<file path="src/rtl/lut_logic_pkg.sv">
// Shared op encodings, per-bit logic function and parameter limits for the bitwise logic pipeline.
package lut_logic_pkg;
  localparam int MAX_WIDTH  = 64;
  localparam int MAX_STAGES = 4;

  typedef enum logic [2:0] {
    OP_AND  = 3'd0,
    OP_OR   = 3'd1,
    OP_XOR  = 3'd2,
    OP_NAND = 3'd3,
    OP_NOR  = 3'd4,
    OP_XNOR = 3'd5,
    OP_ANDN = 3'd6,
    OP_PASS = 3'd7
  } op_t;

  // Every op is purely bitwise, so the function is defined on one bit lane and
  // callers apply it across the operand width.
  function automatic logic lut_logic_f(input op_t op, input logic a, input logic b);
    logic r;
    case (op)
      OP_AND:  r = a & b;
      OP_OR:   r = a | b;
      OP_XOR:  r = a ^ b;
      OP_NAND: r = ~(a & b);
      OP_NOR:  r = ~(a | b);
      OP_XNOR: r = ~(a ^ b);
      OP_ANDN: r = a & ~b;
      default: r = a;
    endcase
    return r;
  endfunction
endpackage

</file>
<file path="src/rtl/lut_logic_reg.sv">
// One pipeline stage: 0-cycle added latency beyond its own register, loads data only on valid.
// Frozen while ce=0; no backpressure.
module lut_logic_reg
  import lut_logic_pkg::*;
#(
  parameter int WIDTH = 8
) (
  input  logic             clock,
  input  logic             reset,
  input  logic             ce,
  input  logic             d_valid,
  input  logic [WIDTH-1:0] d,
  output logic             q_valid,
  output logic [WIDTH-1:0] q
);
  // On a bubble only the valid bit clears; data keeps its last value.
  always_ff @(posedge clock) begin
    if (reset) begin
      q_valid <= 1'b0;
      q       <= '0;
    end else if (ce) begin
      q_valid <= d_valid;
      if (d_valid) q <= d;
    end
  end
endmodule

</file>
<file path="src/rtl/lut_logic_pipe.sv">
// Pipelined bitwise logic unit, result STAGES ce-active edges after acceptance; no backpressure, ce stalls all state.
// Optional accumulator operand built when LUT_LOGIC_ACC_EN is defined.
module lut_logic_pipe
  import lut_logic_pkg::*;
#(
  parameter int WIDTH  = 8,
  parameter int STAGES = 2
) (
  input  logic             clock,
  input  logic             reset,
  input  logic             ce,
  input  logic             in_valid,
  input  logic [2:0]       op,
  input  logic             acc,
  input  logic [WIDTH-1:0] a,
  input  logic [WIDTH-1:0] b,
  output logic             out_valid,
  output logic [WIDTH-1:0] y
);
  if (WIDTH < 1 || WIDTH > MAX_WIDTH || STAGES < 1 || STAGES > MAX_STAGES) begin : g_param_check
    $error("lut_logic_pipe: WIDTH=%0d STAGES=%0d outside legal range", WIDTH, STAGES);
  end

  logic [WIDTH-1:0] b_sel;
  logic [WIDTH-1:0] f_dat;

  always_comb begin
    f_dat = '0;
    for (int i = 0; i < WIDTH; i++) begin
      f_dat[i] = lut_logic_f(op_t'(op), a[i], b_sel[i]);
    end
  end

`ifdef LUT_LOGIC_ACC_EN
  // Result of this cycle uses the old accumulator; the new result is captured at the same edge.
  logic [WIDTH-1:0] acc_q;
  assign b_sel = acc ? acc_q : b;

  always_ff @(posedge clock) begin
    if (reset) begin
      acc_q <= '0;
    end else if (ce && in_valid) begin
      acc_q <= f_dat;
    end
  end
`else
  logic unused_acc;
  assign unused_acc = acc;
  assign b_sel      = b;
`endif

  logic [STAGES:0]  stage_valid;
  logic [WIDTH-1:0] stage_dat [STAGES+1];

  assign stage_valid[0] = in_valid;
  assign stage_dat[0]   = f_dat;

  for (genvar s = 0; s < STAGES; s++) begin : g_stage
    lut_logic_reg #(.WIDTH(WIDTH)) u_reg (
      .clock   (clock),
      .reset   (reset),
      .ce      (ce),
      .d_valid (stage_valid[s]),
      .d       (stage_dat[s]),
      .q_valid (stage_valid[s+1]),
      .q       (stage_dat[s+1])
    );
  end

  assign out_valid = stage_valid[STAGES];
  assign y         = stage_dat[STAGES];
endmodule
</file>
<file path="config.mk">
export PLATFORM = sky130hd
export DESIGN_NAME = lut_logic_pipe
export DESIGN_NICKNAME = d
export VERILOG_FILES = /design/src/rtl/lut_logic_pkg.sv /design/src/rtl/lut_logic_reg.sv /design/src/rtl/lut_logic_pipe.sv
export SDC_FILE = /design/constraint.sdc
export NUM_CORES = 1
export LEC_CHECK = 0
export ABC_AREA = 1
export BUFFER_PORTS_ARGS = -buffer_cell sky130_fd_sc_hd__buf_2
export CELL_PAD_IN_SITES_DETAIL_PLACEMENT = 0
export CELL_PAD_IN_SITES_GLOBAL_PLACEMENT = 1
export CORE_ASPECT_RATIO = 2
export CORE_MARGIN = 4
export CORE_UTILIZATION = 43
export CTS_BUF_LIST = sky130_fd_sc_hd__clkbuf_2 sky130_fd_sc_hd__clkbuf_4 sky130_fd_sc_hd__clkbuf_8
export DETAILED_ROUTE_END_ITERATION = 12
export PLACE_DENSITY_LB_ADDON = 0.05
export SLEW_MARGIN = 10
export SYNTH_ARGS = -nofsm -noshare
export SYNTH_HDL_FRONTEND = slang
export SYNTH_HIERARCHICAL = 1
export SYNTH_SLANG_ARGS = --single-unit
</file>
<file path="constraint.sdc">
create_clock -name clock -period 1.76 [get_ports clock]
set_input_delay 0.176 -clock clock [delete_from_list [all_inputs] [get_ports clock]]
set_output_delay 0.176 -clock clock [all_outputs]
set_load 0.01 [all_outputs]
</file>
==> results of run 1 <==
-- worst max-delay path: stages --
cell     delay, ns
buf_2         0.24
nand2_1       0.16
nor2_4        0.24
nand2_1       0.08
nand2_1       0.07
nor2_1        0.04
nand3_1       0.10
nor2_1        0.06
nor2_1        0.10
-- layer usage --
metal | track usage | wire (um) | vias up
met5 | 0 | 0 | -
met3 | 0.004539 | 90 | 4
met4 | 0.07087 | 60 | 0
met1 | 0.1950 | 1642 | 741
met2 | 0.2876 | 2100 | 26
li1 | - | - | 959
-- final cells by class --
cell class / count / area, um2 / area share
multi-input cells: 212 / 1147 / 0.5654
flip-flops and latches: 18 / 360.3 / 0.1776
inverters: 54 / 202.7 / 0.09988
repair buffers: 37 / 200.2 / 0.09864
well taps: 51 / 63.81 / 0.03144
clock buffers: 4 / 55.05 / 0.02713
-- cells in the final DEF, fill, tap and decap left out --
cell | Yosys | layout
clkbuf_8 | 0 | 4
nor2_1 | 54 | 54
nor2_4 | 2 | 2
nor2_8 | 1 | 1
nand2_1 | 73 | 73
inv_2 | 2 | 2
ha_1 | 24 | 24
a21oi_2 | 2 | 2
inv_1 | 52 | 52
nand3_1 | 32 | 32
nand2_2 | 5 | 5
buf_4 | 3 | 6
nor2_2 | 3 | 3
dfxtp_1 | 18 | 18
buf_2 | 5 | 31
nand4_1 | 16 | 16
-- cell families (layout without fill, tap and decap cells) --
logic type | count (synthesis) | after routing
simple gates | 186 | 186
flops | 18 | 18
compound gates | 2 | 2
buf+inv | 64 | 95
fa+ha+maj | 24 | 24
-- sequential cells by signal, summed over array words and instances (netlist names) --
| signal | flops |
|---|---|
| g_stage.u_reg/q_valid | 2 |
| g_stage.u_reg/q | 16 |
-- path summary, 6_finish.rpt --
path	startpoint	endpoint	cells past startpoint
worst max-delay path	op[1]	g_stage[0].u_reg/q[1]	9
worst min-delay path	reset	g_stage[0].u_reg/q_valid	2
worst min register to register	g_stage[1].u_reg/q_valid	g_stage[1].u_reg/q_valid	2
worst max register to register	g_stage[0].u_reg/q_valid	g_stage[1].u_reg/q[4]	3
-- power by group --
part	switching, mW	total, mW	internal (mW)
clock	0.128	0.326	0.198
sequential	0.00962	0.440	0.431
combinational	0.190	0.302	0.112
total	0.328	1.07	0.741
-- through the flow --
stage,hold WS [ns],utilization,setup slack (ns),instance area [um2]
2_1_floorplan,0.2384,-,0.6669,1780
3_3_place_gp,0.3979,0.5032,0.4250,1974
3_5_place_dp,0.3997,0.5032,0.4076,1974
4_1_cts,0.1288,0.5172,0.6711,2029
5_1_grt,0.1403,0.5172,0.5496,2029
6_report,0.1371,0.5172,0.6821,2029
==> impl_metrics.tcl, run 1 <==
set metrics [dict create \
    synth_top_cell_by_area "dfxtp_1" \
    relSlewSlack 0.7158 \
    drv_slew 0 \
    cts_sinks 18 \
    initial_utilization 0.4538 \
    p_per_area_mw_per_mm2 526.6 \
    ys_ff_latch 18 \
    fin_crit_sh 0.6124 \
    critPathKind "in2reg" \
    synthDistinctLibCells 16 \
    globalplace.congestion 0.7527 \
    cts_setup_buffers 0 \
    rsz0062_at_grt "false" \
    seq_area_frac_synth 0.2024 \
    critPathRequiredTime_ns 1.95 \
    fp.dieH_um 99 \
    yosys.area.top_type_share 0.2024 \
    post_cts_resized 0 \
    drt.antenna.violating_nets 0 \
    synth.most_common_cell "nand2_1" \
    clkLatencyLatePin_ns 0.25 \
    cp-end-kind "flip-flop" \
    die_area_mm2 0.005297 \
    yosys-top-cells-area "dfxtp_1 20%, ha_1 17%, nand2_1 15%" \
    drtIter0Drc 29 \
    startpoint_type "input pin" \
    p_leak_nw 1.228 \
    diodes 0 \
    synthTopCellsByCount "73 x nand2_1, 54 x nor2_1, 52 x inv_1, 32 x nand3_1, 24 x ha_1" \
    clock.fmax_mhz 927.7 \
    cp.arrival_ns 1.27 \
    via_per_inst 4.601 \
    cts.path.max_buffers 2 \
    drive_gt1_frac 0.1723 \
    synth_top_family_by_area "simple AND/OR/NAND/NOR gates" \
    areaGrowthSynthToFinish_pct 13.98 \
    rows 32 \
    die_width_um 53.50 \
    ys.warnings.count 6 \
    outcome "finished, final reports clean" \
    gr-total-overflow 0 \
    hpwlAfterDp_um 2969 \
    holdBufCountCts 0 \
    finalCriticalPeriod_ns 1.078 \
    cap_violations 0 \
    crit_fanout 8 \
    synthMuxAreaShare 0 \
    ir_drop_v 0.0003296 \
    synthesis.area_mm2 0.001780 \
    htree_levels 1 \
    grt_pass1_wl_um 6720 \
    reg2reg_slack_ns 0.87 \
    final_hold_viol_count 0 \
    grt_max_degree 26 \
    synth-async-reset-ratio 0 \
    synth_compound_area_frac 0.009838 \
    drt_first_pass_iters 4 \
    clockRootBuffer "clkbuf_8" \
    final_nets 374 \
    synth_xor_area_frac 0 \
    synth_cells 294 \
    fill_cells 484 \
    track_usage 0.1630 \
    tritoncts "done" \
    setup_viol 0 \
    vias 1730 \
    synth_fa_ha_area_frac 0.1687 \
    synth_fp_nets 342 \
    fin_cells 376 \
    finalWirelength_um 3893 \
    synth-simple-area-share 0.4659 \
    grt_pass1_vias 1539 \
    clk_pin_slew_ns 0.06 \
    synth_edf_count 0 \
    ys.flop_type "dfxtp_1" \
    hp-class "in2reg" \
    place_inst 372 \
    drc 0 \
    avgSynthCellArea_um2 6.056 \
    fin_setup_tns_ns 0 \
    cts_made_buffers 3 \
    wire_per_inst_um 10.35 \
    ioPinCount 33 \
    antenna_found_initial 0 \
    tightest_slew_ns 0.4257 \
    fp.coreArea_mm2 0.003924 \
    portBuffers 31 \
    p_total_mw 1.069 \
    skew_ns 0.001458 \
]
(Power assumes the default switching activity.)
==> inputs of run 2 (changes only) <==
- CORE_UTILIZATION: 43 -> 36
- clock period: 1.76 -> 0.9 ns (I/O delays scaled with it)
==> impl_metrics.tcl, run 2 (same netlist as run 1, synthesis figures left out) <==
set metrics [dict create \
    grt_max_degree 18 \
    holdBufCountCts 0 \
    final_cell_mix "71 x nand2_1, 47 x nor2_1, 40 x inv_1" \
    rows 36 \
    setup_viol 0 \
    final_hold_viol_count 0 \
    critPathMaxStageDelay_ns 0.18 \
    clockRootBuffer "clkbuf_8" \
    skew_ns 0.0006105 \
    crit_fanout 3 \
    critPathBufInv 2 \
    multi_input_area_mm2 0.001313 \
    hp-class "in2reg" \
    tritoncts "done" \
    fp.dieH_um 107.5 \
    cp_top_family "simple AND/OR/NAND/NOR gates" \
    cts_sinks 18 \
    tightest_slew_ns 0.3712 \
    rsz0062_at_grt "true" \
    fill_cells 506 \
    gr-total-overflow 0 \
    path_cells "buf_2, buf_4, ha_2, nand3_1, nand2_1, nor2_2, nand3_2, nor2_1, nor2_1" \
    portBuffers 31 \
    setup_slack_ns 0.06164 \
    cp_slowest_cell "ha_2" \
    p_leak_nw 1.352 \
    grt_pass1_vias 1817 \
    register_area_um2 361.6 \
    outcome "finished, final reports clean" \
    globalplace.congestion 0.7854 \
    cts.path.max_buffers 2 \
    drt_first_pass_iters 4 \
    initial_utilization 0.3694 \
    die_area_mm2 0.006203 \
    hold_ws_ns 0.04721 \
    critPathKind "in2reg" \
    ir_drop_v 0.0007694 \
    final_util 0.5047 \
    hpwlAfterDp_um 3699 \
    drv_slew 0 \
    drive_gt1_frac 0.3314 \
    htree_levels 1 \
    vias 1873 \
    grt_pass1_wl_um 7886 \
    drtIter0Drc 61 \
    cts_made_buffers 3 \
    largest_register "g_stage.u_reg/q" \
    finalCriticalPeriod_ns 0.8384 \
    relSlewSlack 0.7516 \
    clock.fmax_mhz 1193 \
    cp-end-kind "flip-flop" \
    drc 0 \
    finalWirelength_um 4574 \
    clk_pin_slew_ns 0.06 \
    cts_setup_buffers 0 \
    areaGrowthSynthToFinish_pct 36.61 \
    critPathRequiredTime_ns 1.05 \
    startpoint_type "input pin" \
    wire_per_inst_um 11.32 \
    crit_top_cell "nor2_1" \
    via_per_inst 4.636 \
    track_usage 0.1597 \
    ioPinCount 33 \
    antenna_found_initial 0 \
    fp.coreArea_mm2 0.004820 \
    drt.antenna.violating_nets 0 \
    cp.arrival_ns 0.98 \
    p_per_area_mw_per_mm2 906.0 \
    fin_crit_sh 0.9315 \
    final_nets 397 \
    p_total_mw 2.204 \
    cap_violations 0 \
    diodes 0 \
    largest_reg_flops 16 \
    place_ws_ns -0.2634 \
    clkLatencyLatePin_ns 0.24 \
    die_width_um 57.73 \
    top_regs "g_stage.u_reg/q x16, g_stage.u_reg/q_valid x2" \
    mostFrequentLayoutCell "nand2_1" \
    fin_setup_tns_ns 0 \
]
==> run 2: cell count changes in the layout (fill, tap and decap cells not counted), sizes merged <==
| cell | previous run | this run |
|---|---|---|
| clkbuf | 4 | 3 |
| buf | 37 | 60 |
==> run 2: area by class of cell <==
| cell class | instances | area share |
|---|---|---|
| Inverter | 54 | 0.08745 |
| Clock buffer | 3 | 0.01698 |
| Timing Repair Buffer | 60 | 0.1780 |
| Sequential cell | 18 | 0.1487 |
| Multi-Input combinational cell | 212 | 0.5396 |
| Tap cell | 57 | 0.02932 |
==> run 2: worst register-to-register path, stage by stage, from the launching register on <==
cell and delay (ns):
dfxtp_2 0.33, nand2_4 0.18, nand2_1 0.08, nand2_1 0.07
nor2_1 0.04
==> run 2: power breakdown <==
group,switching [mW],internal [mW],leakage (nW),total (mW)
Sequential,0.0209,0.843,0.148,0.864
Combinational,0.441,0.361,1.18,0.802
Clock,0.241,0.296,0.0216,0.538
Total,0.703,1.50,1.35,2.20
==> run 2: final timing paths <==
kind                            startpoint  cells after the start                       end  slack (ns)
hold reg to reg   g_stage[1].u_reg/q_valid                      2  g_stage[1].u_reg/q_valid        0.48
hold / removal                       reset                      2  g_stage[0].u_reg/q_valid        0.05
setup / recovery                      a[1]                      9     g_stage[0].u_reg/q[1]        0.06
setup reg to reg  g_stage[0].u_reg/q_valid                      4     g_stage[1].u_reg/q[2]        0.10
==> run 2: per-stage QoR <==
| step | instance area (um2) | std cells |
|---|---|---|
| 3_5_place_dp | 2195 | 401 |
| 5_1_grt | 2432 | 404 |
| 4_1_cts | 2241 | 404 |
| 3_3_place_gp | 2195 | 401 |
| 6_report | 2432 | 404 |
| 2_1_floorplan | 1837 | 294 |
==> run 2: per-layer routing <==
metal / track usage / vias to the layer above / wire length (um) / part of all wire
met3: 0.01080 / 6 / 110 / 0.024
li1: - / 1012 / - / -
met4: 0.05970 / 0 / 89 / 0.019
met1: 0.1528 / 829 / 1679 / 0.37
met5: 0 / - / 0 / 0
met2: 0.3301 / 26 / 2694 / 0.59
==> run 2: repair_timing <==
item                       in CTS  in global routing
pin swaps                       0                 26
setup endpoints to repair       2                 10
gates resized for setup         1                 46
==> inputs of run 3 (changes only) <==
- CAP_MARGIN: unset -> 0
- CELL_PAD_IN_SITES_DETAIL_PLACEMENT: 0 -> unset
- CELL_PAD_IN_SITES_GLOBAL_PLACEMENT: 1 -> unset
- CORE_UTILIZATION: 36 -> 50
==> impl_metrics.tcl, run 3 (same netlist as run 1, synthesis figures left out) <==
set metrics [dict create \
    mostFrequentLayoutCell "nand2_1" \
    crit_fanout 2 \
    drt_first_pass_iters 4 \
    finalWirelength_um 4187 \
    critPathMaxStageDelay_ns 0.20 \
    globalplace.congestion 0.8106 \
    cp_slowest_cell "ha_4" \
    cap_violations 0 \
    relSlewSlack 0.7657 \
    tightest_slew_ns 0.3503 \
    die_width_um 50.20 \
    fp.dieH_um 92.39 \
    reg2reg_slack_ns 0.06 \
    cp-end-kind "flip-flop" \
    fill_cells 343 \
    portBuffers 31 \
    setup_viol 0 \
    setup_slack_ns 0.05292 \
    antenna_found_initial 0 \
    grt_pass1_wl_um 6789 \
    p_sw_frac 0.3073 \
    clockRootBuffer "clkbuf_8" \
    final_cell_mix "72 x nand2_1, 52 x nor2_1, 40 x inv_1" \
    final_hold_viol_count 0 \
    fin_setup_tns_ns 0 \
    rr_endpoint "g_stage[1].u_reg/q[4]" \
    tritoncts "done" \
    hold_depth 2 \
    p_int_mw 1.558 \
    fin_crit_sh 0.9412 \
    p_leak_nw 1.316 \
    r2r_cells 3 \
    track_usage 0.1812 \
    drc 0 \
    top_regs "g_stage.u_reg/q x16, g_stage.u_reg/q_valid x2" \
    htree_levels 1 \
    rsz0062_at_grt "true" \
    hpwlAfterDp_um 3155 \
    drt.antenna.violating_nets 0 \
    gr-total-overflow 0 \
    clk_pin_slew_ns 0.07 \
    clkLatencyLatePin_ns 0.25 \
    crit_top_cell "nor2_1" \
    cts.path.max_buffers 2 \
    cp_top_family "simple AND/OR/NAND/NOR gates" \
    critPathKind "in2reg" \
    seq_power_share 0.384 \
    largest_register "g_stage.u_reg/q" \
    path_depth 9 \
    vias 1866 \
    diodes 0 \
    hp-class "in2reg" \
    ioPinCount 33 \
    drive_gt1_frac 0.2865 \
    finalCriticalPeriod_ns 0.8471 \
    startpoint_type "input pin" \
    path_cells "buf_2, inv_2, ha_4, nand4_1, nand2_1, nor2_1, nand3_1, nor2_2, nor2_1" \
    grt_pass1_vias 1672 \
    outcome "finished, final reports clean" \
    skew_ns 0.005195 \
    pwr-share-clk 0.284 \
    holdPathEnd "g_stage[1].u_reg/q_valid" \
    largest_reg_flops 16 \
    cts_sinks 18 \
    place_ws_ns -0.2449 \
    initial_utilization 0.5212 \
    cts_made_buffers 3 \
    rows 30 \
    grt_max_degree 18 \
    fp.coreArea_mm2 0.003416 \
    clock.fmax_mhz 1181 \
    critPathBufInv 2 \
    final_nets 391 \
    drtIter0Drc 43 \
    critPathRequiredTime_ns 1.04 \
    switching_power_mw 0.6911 \
    drv_slew 0 \
    via_per_inst 4.785 \
    die_area_mm2 0.004638 \
    cp.arrival_ns 0.99 \
    ir_drop_v 0.0006126 \
    wire_per_inst_um 10.74 \
    p_per_area_mw_per_mm2 965.0 \
    areaGrowthSynthToFinish_pct 30.92 \
    cts_setup_buffers 0 \
    rr_startpoint "g_stage[0].u_reg/q_valid" \
    hp-start "reset" \
    comb_power_share 0.332 \
]
==> run 3: cell count changes in the layout (fill, tap and decap cells not counted), sizes merged <==
| cell | change |
|---|---|
| buf | -9 |
| clkbuf | +4 |
==> run 3: timing repair <==
| action | CTS | global route |
|---|---|---|
| hold buffers | 0 | 0 |
| endpoints found under the setup margin | 4 | 8 |
| resized for setup | 1 | 23 |
| pin swaps | 0 | 15 |
==> run 3: worst max path at each step <==
stage	startpoint	to	slack, ns
after floorplan	op[1]	g_stage[0].u_reg/q[4]	-0.0003
after global placement	a[7]	g_stage[0].u_reg/q[7]	-0.22
after detailed placement	a[7]	g_stage[0].u_reg/q[7]	-0.24
after CTS	a[7]	g_stage[0].u_reg/q[7]	0.02
after global routing	op[1]	g_stage[0].u_reg/q[7]	-0.03
final	b[7]	g_stage[0].u_reg/q[7]	0.05
==> run 3: area by class of cell <==
class / instances / area [um2] / area share
clock buffer: 4 / 55.05 / 0.02362
inverter: 54 / 207.7 / 0.08910
multi-input combinational: 212 / 1270 / 0.5448
sequential: 18 / 360.3 / 0.1546
tap: 48 / 60.06 / 0.02576
timing repair buffer: 54 / 377.9 / 0.1621
==> run 3: metal layers <==
metal / vias to the layer above / routed length (um) / track usage
li1: 993 / - / -
met1: 815 / 1617 / 0.1901
met2: 50 / 2293 / 0.3439
met3: 8 / 194 / 0.01771
met4: 0 / 81 / 0.08314
met5: - / 0 / 0
==> run 3: worst register-to-register path: cells and delay by family (launching register included) <==
family,cells,cell delay (ns)
flops,1,0.38
simple gates,3,0.35
==> run 3: power groups by stage <==
stage / clock network (mW) / registers, mW / logic (mW)
global route: 0.684 / 0.867 / 0.848
detailed placement: 0 / 0.881 / 0.680
CTS: 0.661 / 0.864 / 0.684
floorplan: 0 / 0.887 / 0.436
finish: 0.638 / 0.864 / 0.748
global placement: 0 / 0.879 / 0.673
==> run 3: stage by stage <==
step | hold slack [ns] | power [mW] | instance area [um2] | cells | utilization
floorplan | 0.1524 | 1.323 | 1837 | 294 | -
CTS | 0.04051 | 2.209 | 2211 | 390 | 0.6473
detailed placement | 0.3090 | 1.561 | 2151 | 386 | 0.6297
finish | 0.04638 | 2.249 | 2331 | 390 | 0.6824
global route | 0.04441 | 2.399 | 2331 | 390 | 0.6824
global placement | 0.3078 | 1.552 | 2151 | 386 | 0.6297
